## config.mk

```make
export PLATFORM = sky130hd
export DESIGN_NAME = mc_ctrl_fsm
export DESIGN_NICKNAME = d
export VERILOG_FILES = /design/src/rtl/mc_defs_pkg.sv /design/src/rtl/mc_alu_dec.sv /design/src/rtl/mc_ctrl_fsm.sv
export SDC_FILE = /design/constraint.sdc
export NUM_CORES = 1
export LEC_CHECK = 0
export ABC_CLOCK_PERIOD_IN_PS = 3400
export CAP_MARGIN = 5
export CORE_MARGIN = 1.5
export CORE_UTILIZATION = 24
export CTS_CLUSTER_DIAMETER = 150
export DETAILED_ROUTE_END_ITERATION = 8
export GPL_TIMING_DRIVEN = 0
export PLACE_DENSITY = 0.54
export SKIP_CTS_REPAIR_TIMING = 1
export SLEW_MARGIN = 15
export SYNTH_ARGS = -nofsm -noshare
export SYNTH_HDL_FRONTEND = slang
export SYNTH_SLANG_ARGS = --single-unit
```

## constraint.sdc

```tcl
create_clock -name clk -period 3.4 [get_ports clk]
set_input_delay 0.34 -clock clk [delete_from_list [all_inputs] [get_ports clk]]
set_output_delay 0.34 -clock clk [all_outputs]
set_load 0.05 [all_outputs]
```

## src/rtl/mc_defs_pkg.sv

```systemverilog
// mc_defs: shared encodings for the multi-cycle MIPS control path.
//   - ALU_*_OP : 4-bit ALU operation codes driven on alu_op
//   - OP_*/FN_*: instruction opcode (IR[31:26]) and funct (IR[5:0]) values
//   - state_t  : control FSM state encodings, also visible on the state port
// Optional feature macro: MC_CTRL_JAL_JR_EN (jal/jr support in the FSM and decoder).
package mc_defs;

  localparam logic [3:0] ALU_ADDU_OP  = 4'd0;
  localparam logic [3:0] ALU_SUBU_OP  = 4'd1;
  localparam logic [3:0] ALU_ADD_OP   = 4'd2;
  localparam logic [3:0] ALU_SUB_OP   = 4'd3;
  localparam logic [3:0] ALU_AND_OP   = 4'd4;
  localparam logic [3:0] ALU_OR_OP    = 4'd5;
  localparam logic [3:0] ALU_XOR_OP   = 4'd6;
  localparam logic [3:0] ALU_NOR_OP   = 4'd7;
  localparam logic [3:0] ALU_SLT_OP   = 4'd8;
  localparam logic [3:0] ALU_SLTU_OP  = 4'd9;
  localparam logic [3:0] ALU_ORI_OP   = 4'd10;
  localparam logic [3:0] ALU_ADDI_OP  = 4'd11;
  localparam logic [3:0] ALU_ADDIU_OP = 4'd12;
  localparam logic [3:0] ALU_ANDI_OP  = 4'd13;
  localparam logic [3:0] ALU_XORI_OP  = 4'd14;

  localparam logic [5:0] OP_RTYPE = 6'h00;
  localparam logic [5:0] OP_J     = 6'h02;
  localparam logic [5:0] OP_JAL   = 6'h03;
  localparam logic [5:0] OP_BEQ   = 6'h04;
  localparam logic [5:0] OP_ADDI  = 6'h08;
  localparam logic [5:0] OP_ADDIU = 6'h09;
  localparam logic [5:0] OP_ANDI  = 6'h0C;
  localparam logic [5:0] OP_ORI   = 6'h0D;
  localparam logic [5:0] OP_XORI  = 6'h0E;
  localparam logic [5:0] OP_LW    = 6'h23;
  localparam logic [5:0] OP_SW    = 6'h2B;

  localparam logic [5:0] FN_JR   = 6'h08;
  localparam logic [5:0] FN_ADD  = 6'h20;
  localparam logic [5:0] FN_ADDU = 6'h21;
  localparam logic [5:0] FN_SUB  = 6'h22;
  localparam logic [5:0] FN_SUBU = 6'h23;
  localparam logic [5:0] FN_AND  = 6'h24;
  localparam logic [5:0] FN_OR   = 6'h25;
  localparam logic [5:0] FN_XOR  = 6'h26;
  localparam logic [5:0] FN_NOR  = 6'h27;
  localparam logic [5:0] FN_SLT  = 6'h2A;
  localparam logic [5:0] FN_SLTU = 6'h2B;

  typedef enum logic [3:0] {
    S_FETCH  = 4'd0,
    S_DECODE = 4'd1,
    S_MEMADR = 4'd2,
    S_MEMRD  = 4'd3,
    S_MEMWB  = 4'd4,
    S_MEMWR  = 4'd5,
    S_EXEC   = 4'd6,
    S_ALUWB  = 4'd7,
    S_BRANCH = 4'd8,
    S_JUMP   = 4'd9,
    S_IEXEC  = 4'd10,
    S_IWB    = 4'd11,
    S_JAL    = 4'd12,
    S_JR     = 4'd13
  } state_t;

endpackage

```

## src/rtl/mc_alu_dec.sv

```systemverilog
// mc_alu_dec: combinational instruction decoder feeding the control FSM.
// Ports:
//   i_opcode [5:0] : IR[31:26]
//   i_funct  [5:0] : IR[5:0]
//   o_alu_op [3:0] : ALU operation for EXEC (from funct) or IEXEC (from opcode)
//   o_ext_op       : 1 = sign-extend immediate, 0 = zero-extend (logical immediates)
//   o_legal        : instruction is supported by this core
// Macro MC_CTRL_JAL_JR_EN: when defined, jal and jr are accepted as legal.
module mc_alu_dec
  import mc_defs::*;
(
  input  logic [5:0] i_opcode,
  input  logic [5:0] i_funct,
  output logic [3:0] o_alu_op,
  output logic       o_ext_op,
  output logic       o_legal
);

  always_comb begin
    o_alu_op = ALU_ADDU_OP;
    o_ext_op = 1'b1;
    o_legal  = 1'b0;
    case (i_opcode)
      OP_RTYPE: begin
        o_legal = 1'b1;
        case (i_funct)
          FN_ADDU: o_alu_op = ALU_ADDU_OP;
          FN_SUBU: o_alu_op = ALU_SUBU_OP;
          FN_ADD:  o_alu_op = ALU_ADD_OP;
          FN_SUB:  o_alu_op = ALU_SUB_OP;
          FN_AND:  o_alu_op = ALU_AND_OP;
          FN_OR:   o_alu_op = ALU_OR_OP;
          FN_XOR:  o_alu_op = ALU_XOR_OP;
          FN_NOR:  o_alu_op = ALU_NOR_OP;
          FN_SLT:  o_alu_op = ALU_SLT_OP;
          FN_SLTU: o_alu_op = ALU_SLTU_OP;
`ifdef MC_CTRL_JAL_JR_EN
          FN_JR:   o_alu_op = ALU_ADDU_OP;
`endif
          default: o_legal = 1'b0;
        endcase
      end
      OP_LW, OP_SW, OP_BEQ, OP_J: o_legal = 1'b1;
`ifdef MC_CTRL_JAL_JR_EN
      OP_JAL: o_legal = 1'b1;
`endif
      OP_ORI:   begin o_alu_op = ALU_ORI_OP;   o_ext_op = 1'b0; o_legal = 1'b1; end
      OP_ANDI:  begin o_alu_op = ALU_ANDI_OP;  o_ext_op = 1'b0; o_legal = 1'b1; end
      OP_XORI:  begin o_alu_op = ALU_XORI_OP;  o_ext_op = 1'b0; o_legal = 1'b1; end
      OP_ADDI:  begin o_alu_op = ALU_ADDI_OP;  o_legal = 1'b1; end
      OP_ADDIU: begin o_alu_op = ALU_ADDIU_OP; o_legal = 1'b1; end
      default:  o_legal = 1'b0;
    endcase
  end

endmodule

```

## src/rtl/mc_ctrl_fsm.sv

```systemverilog
// mc_ctrl_fsm: main control FSM of the multi-cycle MIPS core.
// Sequences FETCH/DECODE/EXEC/MEM/WB, drives datapath controls and the ALU
// operation, resolves beq from the ALU zero flag and counts retired instructions.
// Ports:
//   clk, rst (sync, active-high)      opcode/funct : IR fields   zf : ALU zero flag
//   pc_we, ir_we, mem_we, rf_we       : write enables
//   iord, reg_dst, mem_to_reg, alusrc_a, alusrc_b, ext_op, alu_op, pc_src : mux/ALU controls
//   illegal : DECODE-cycle pulse for unsupported instructions
//   state   : current state (trace)   instr_cnt : retired instruction count (wraps)
// Macro MC_CTRL_JAL_JR_EN: when defined, adds the JAL (12) and JR (13) states.
module mc_ctrl_fsm
  import mc_defs::*;
#(
  parameter int CNT_W = 32
) (
  input  logic             clk,
  input  logic             rst,
  input  logic [5:0]       opcode,
  input  logic [5:0]       funct,
  input  logic             zf,
  output logic             pc_we,
  output logic             ir_we,
  output logic             iord,
  output logic             mem_we,
  output logic             rf_we,
  output logic [1:0]       reg_dst,
  output logic [1:0]       mem_to_reg,
  output logic             alusrc_a,
  output logic [1:0]       alusrc_b,
  output logic             ext_op,
  output logic [3:0]       alu_op,
  output logic [1:0]       pc_src,
  output logic             illegal,
  output logic [3:0]       state,
  output logic [CNT_W-1:0] instr_cnt
);

  state_t            r_state;
  state_t            w_next;
  logic [CNT_W-1:0]  r_cnt;
  logic              w_retire;
  logic [3:0]        w_dec_alu_op;
  logic              w_dec_ext_op;
  logic              w_dec_legal;

  mc_alu_dec u_dec (
    .i_opcode (opcode),
    .i_funct  (funct),
    .o_alu_op (w_dec_alu_op),
    .o_ext_op (w_dec_ext_op),
    .o_legal  (w_dec_legal)
  );

  always_ff @(posedge clk) begin
    if (rst) begin
      r_state <= S_FETCH;
      r_cnt   <= '0;
    end else begin
      r_state <= w_next;
      if (w_retire) r_cnt <= r_cnt + CNT_W'(1);
    end
  end

  assign state     = r_state;
  assign instr_cnt = r_cnt;

  always_comb begin
    w_next     = S_FETCH;
    w_retire   = 1'b0;
    pc_we      = 1'b0;
    ir_we      = 1'b0;
    iord       = 1'b0;
    mem_we     = 1'b0;
    rf_we      = 1'b0;
    reg_dst    = 2'd0;
    mem_to_reg = 2'd0;
    alusrc_a   = 1'b0;
    alusrc_b   = 2'd0;
    ext_op     = 1'b0;
    alu_op     = ALU_ADDU_OP;
    pc_src     = 2'd0;
    illegal    = 1'b0;

    case (r_state)
      S_FETCH: begin
        ir_we    = 1'b1;
        pc_we    = 1'b1;
        alusrc_b = 2'd1;
        w_next   = S_DECODE;
      end
      S_DECODE: begin
        // ALU speculatively forms the branch target while the opcode is decoded.
        alusrc_b = 2'd3;
        ext_op   = 1'b1;
        if (!w_dec_legal) begin
          illegal = 1'b1;
          w_next  = S_FETCH;
        end else begin
          case (opcode)
            OP_LW, OP_SW: w_next = S_MEMADR;
`ifdef MC_CTRL_JAL_JR_EN
            OP_RTYPE:     w_next = (funct == FN_JR) ? S_JR : S_EXEC;
            OP_JAL:       w_next = S_JAL;
`else
            OP_RTYPE:     w_next = S_EXEC;
`endif
            OP_BEQ:       w_next = S_BRANCH;
            OP_J:         w_next = S_JUMP;
            OP_ORI, OP_ADDI, OP_ADDIU, OP_ANDI, OP_XORI: w_next = S_IEXEC;
            default:      w_next = S_FETCH;
          endcase
        end
      end
      S_MEMADR: begin
        alusrc_a = 1'b1;
        alusrc_b = 2'd2;
        ext_op   = 1'b1;
        w_next   = (opcode == OP_SW) ? S_MEMWR : S_MEMRD;
      end
      S_MEMRD: begin
        iord   = 1'b1;
        w_next = S_MEMWB;
      end
      S_MEMWB: begin
        rf_we      = 1'b1;
        mem_to_reg = 2'd1;
        w_retire   = 1'b1;
      end
      S_MEMWR: begin
        iord     = 1'b1;
        mem_we   = 1'b1;
        w_retire = 1'b1;
      end
      S_EXEC: begin
        alusrc_a = 1'b1;
        alu_op   = w_dec_alu_op;
        w_next   = S_ALUWB;
      end
      S_ALUWB: begin
        rf_we    = 1'b1;
        reg_dst  = 2'd1;
        w_retire = 1'b1;
      end
      S_IEXEC: begin
        alusrc_a = 1'b1;
        alusrc_b = 2'd2;
        ext_op   = w_dec_ext_op;
        alu_op   = w_dec_alu_op;
        w_next   = S_IWB;
      end
      S_IWB: begin
        rf_we    = 1'b1;
        w_retire = 1'b1;
      end
      S_BRANCH: begin
        // Mealy: take the branch in the same cycle the ALU compares A and B.
        alusrc_a = 1'b1;
        alu_op   = ALU_SUBU_OP;
        pc_src   = 2'd1;
        pc_we    = zf;
        w_retire = 1'b1;
      end
      S_JUMP: begin
        pc_we    = 1'b1;
        pc_src   = 2'd2;
        w_retire = 1'b1;
      end
`ifdef MC_CTRL_JAL_JR_EN
      S_JAL: begin
        rf_we      = 1'b1;
        reg_dst    = 2'd2;
        mem_to_reg = 2'd2;
        pc_we      = 1'b1;
        pc_src     = 2'd2;
        w_retire   = 1'b1;
      end
      S_JR: begin
        pc_we    = 1'b1;
        pc_src   = 2'd3;
        w_retire = 1'b1;
      end
`endif
      default: w_next = S_FETCH;
    endcase

    // While in reset, present FETCH mux settings with every enable held low.
    if (rst) begin
      w_next     = S_FETCH;
      w_retire   = 1'b0;
      pc_we      = 1'b0;
      ir_we      = 1'b0;
      iord       = 1'b0;
      mem_we     = 1'b0;
      rf_we      = 1'b0;
      reg_dst    = 2'd0;
      mem_to_reg = 2'd0;
      alusrc_a   = 1'b0;
      alusrc_b   = 2'd1;
      ext_op     = 1'b0;
      alu_op     = ALU_ADDU_OP;
      pc_src     = 2'd0;
      illegal    = 1'b0;
    end
  end

endmodule
```

==> impl_metrics.yaml <==
yosys:
  synth.cell_area_sq_um: 2400
  syn_inst: 324
  synth_top_cell_by_area: "dfxtp_1"
  yosys_register_bits: 36
  synth_edf_count: 0
  synth_common_cells: "dfxtp_1 (36), nor2_1 (32), nand2_1 (27)"
  syn_avg_cell_area_sq_um: 7.41
  synthFlopType: "dfxtp_1"
  yosysWarnings: 0
  synth.distinct_cells: 48
  ys_seq_area_share_pct: 30.0
  synth_top_area_share_pct: 30.0
  yosysMostFrequentCell: "dfxtp_1"
  ys_async_sr_fraction_pct: 0
  synth_area_leaders: "dfxtp_1 (30%), a21oi_1 (5.2%), nor2_1 (5.0%), mux2_2 (4.7%), nor2b_1 (4.4%)"
layout:
  postLayoutCoreUtil_pct: 34.2
  nets: 414
  n_antenna_cell: 0
  fin_area_sq_um: 3330
  drive_gt1_share_pct: 6.53
  final_cells: 531
  synthToLayoutAreaGrowth_pct: 38.6
grt:
  antenna_found_initial: 0
  grt_use_total_pct: 14.3
  grt_pass1_wl_microns: 12000
  grt_max_degree: 11
  grt_overflow_total: 0
  grt_pass1_vias: 2441
worst_setup_path:
  crit_type: "primary input to output port"
  cp-end-kind: "output port"
  worstReg2RegStart: "state[0]"
  arrival_ns: 2.84
  cp_max_fo: 10
  slowest_delay_ns: 0.90
  crit_required_ns: 3.06
  r2r_slack_ns: 1.07
  critPathLaunch: "rst"
  critPathLaunchType: "primary input"
  slowest_stage: "clkdlybuf4s50_1"
  path_cells: "clkdlybuf4s50_1 > clkbuf_1 > buf_1 > a2111oi_1 > clkdlybuf4s50_1"
  path_common_cell: "clkdlybuf4s50_1"
clock_network:
  cts_buffers: 5
  clk_latency_ns: 0.29
  root_buffer: "clkbuf_8"
  cts.path.max_buffers: 2
  cts_tree: "yes"
  clkSinkCount: 36
  htreeDepth: 2
  path_clk_slew_ns: 0.07
sta:
  fmax_ghz: 0.314
  rsz0062_at_grt: "no"
  setup_viol: 0
  tns_ns: 0
  skew_ns: 0.00377
  worst_slack_ns: 0.218
  worst_hold_slack_ns: 0.510
  timing.final.hold_violations: 0
  drv_slew: 0
  slew_headroom_pct: 58.3
  finalCriticalPeriod_ns: 3.18
  fin_crit_sh_pct: 93.6
  max_slew.worst_pin.slew_ns: 0.622
power:
  powerDensity_nw_per_um2: 268
  vdd_drop_max_uv: 122
  p_leak_nw: 1.04
  total_power_mw: 0.893
placement:
  post-dp-hpwl_microns: 5640
  gp_congestion: 0.799
  place_area_sq_um: 3230
  pre_cts_slack_ns: 0.228
  port_buffers: 66
  placed_cells: 524
worst_hold_path:
  hold_path.class: "flop to flop"
  hold_path.startpoint: "instr_cnt[18]"
drt:
  dr.pass1.iters: 4
  antenna_left: 0
  wl_microns: 7530
  via_count: 2639
  post_drt_wl_per_cell_microns: 14.2
  drtIter0Drc: 108
  via_per_inst: 4.97
  drc: 0
floorplanning:
  die_w_microns: 103
  io_pins: 71
  start_util_pct: 24.7
  dieHeight_microns: 103
  die_area_sq_um: 10600
  rows: 36
  core_sq_um: 9730
outcome:
  status: "complete, no violations"
flow_run:
  maxCapViolCount: 0
-- registers in the layout (all words and copies together), names as in the netlist --
name	cells
instr_cnt	32
state	4
-- final timing paths --
kind              cells after the start             to
setup / recovery                      5       alusrc_a
hold / removal                        2  instr_cnt[18]
setup reg to reg                      7  instr_cnt[10]
hold reg to reg                       2  instr_cnt[18]
-- critical path, delay by kind of cell --
family	cells	cell delay [ns]
AOI/OAI and AO/OA	1	0.57
buffers and inverters	4	1.94
-- report_power, final --
part	leakage (nW)	total, mW	switching [mW]	internal, mW
sequential	0.290	0.425	0.00271	0.423
clock	0.0503	0.339	0.158	0.181
combinational	0.696	0.129	0.0829	0.0460
-- cells in the final DEF, fill, tap and decap left out, types with 2 or more instances in the layout --
master / netlist / routed
and2_1: 3 / 3
nand4b_1: 2 / 2
nand3b_1: 2 / 2
nand2_1: 27 / 27
a211oi_1: 3 / 3
nor4_1: 14 / 14
clkbuf_1: 18 / 18
or4b_2: 2 / 2
nand3_1: 9 / 9
or3_1: 10 / 10
and4_1: 5 / 5
o21ai_0: 13 / 13
inv_1: 11 / 11
nor3_1: 6 / 6
or2_2: 3 / 3
buf_1: 4 / 4
nor2_1: 32 / 32
nand2b_1: 7 / 7
o21bai_1: 3 / 3
dfxtp_1: 36 / 36
buf_4: 2 / 2
conb_1: 1 / 2
nand4_1: 7 / 7
xor2_1: 2 / 2
clkbuf_8: 0 / 7
xnor2_1: 6 / 6
clkdlybuf4s50_1: 0 / 66
o31ai_1: 11 / 11
mux2_2: 10 / 10
nor3b_1: 2 / 2
nor2b_1: 17 / 17
nor4b_1: 2 / 2
a21oi_1: 25 / 25
or4_1: 13 / 13
-- kinds of logic (layout without fill, tap and decap cells) --
group | count (synthesis) | in the layout | synth area share (%)
XOR/XNOR | 8 | 8 | 2.92
multiplexers | 11 | 11 | 5.10
adder cells (fa/ha/maj) | 1 | 1 | 0.521
AO/OA/AOI/OAI | 66 | 66 | 17.0
other | 1 | 2 | 0.156
buffers and inverters | 36 | 109 | 5.99
flip-flops | 36 | 36 | 30.0
AND/OR/NAND/NOR | 165 | 165 | 38.3
-- metal layers --
layer,vias to the layer above,part of all wire [%],global-route usage [%]
met2,69,46,24.1
met1,1234,48,18.6
met3,9,4.8,3.19
li1,1327,-,-
met5,-,0,0
met4,0,1.2,3.74
-- layout make-up --
| class | count | area (sq um) |
|---|---|---|
| timing repair buffer | 66 | 661 |
| buffer | 25 | 103 |
| clock buffer | 7 | 96.3 |
| fill | 1064 | 6400 |
| inverter | 11 | 41.3 |
| multi-input combinational | 253 | 1540 |
| sequential | 36 | 721 |
| tap | 133 | 166 |
Note: power is estimated with default switching activity, not from simulation.
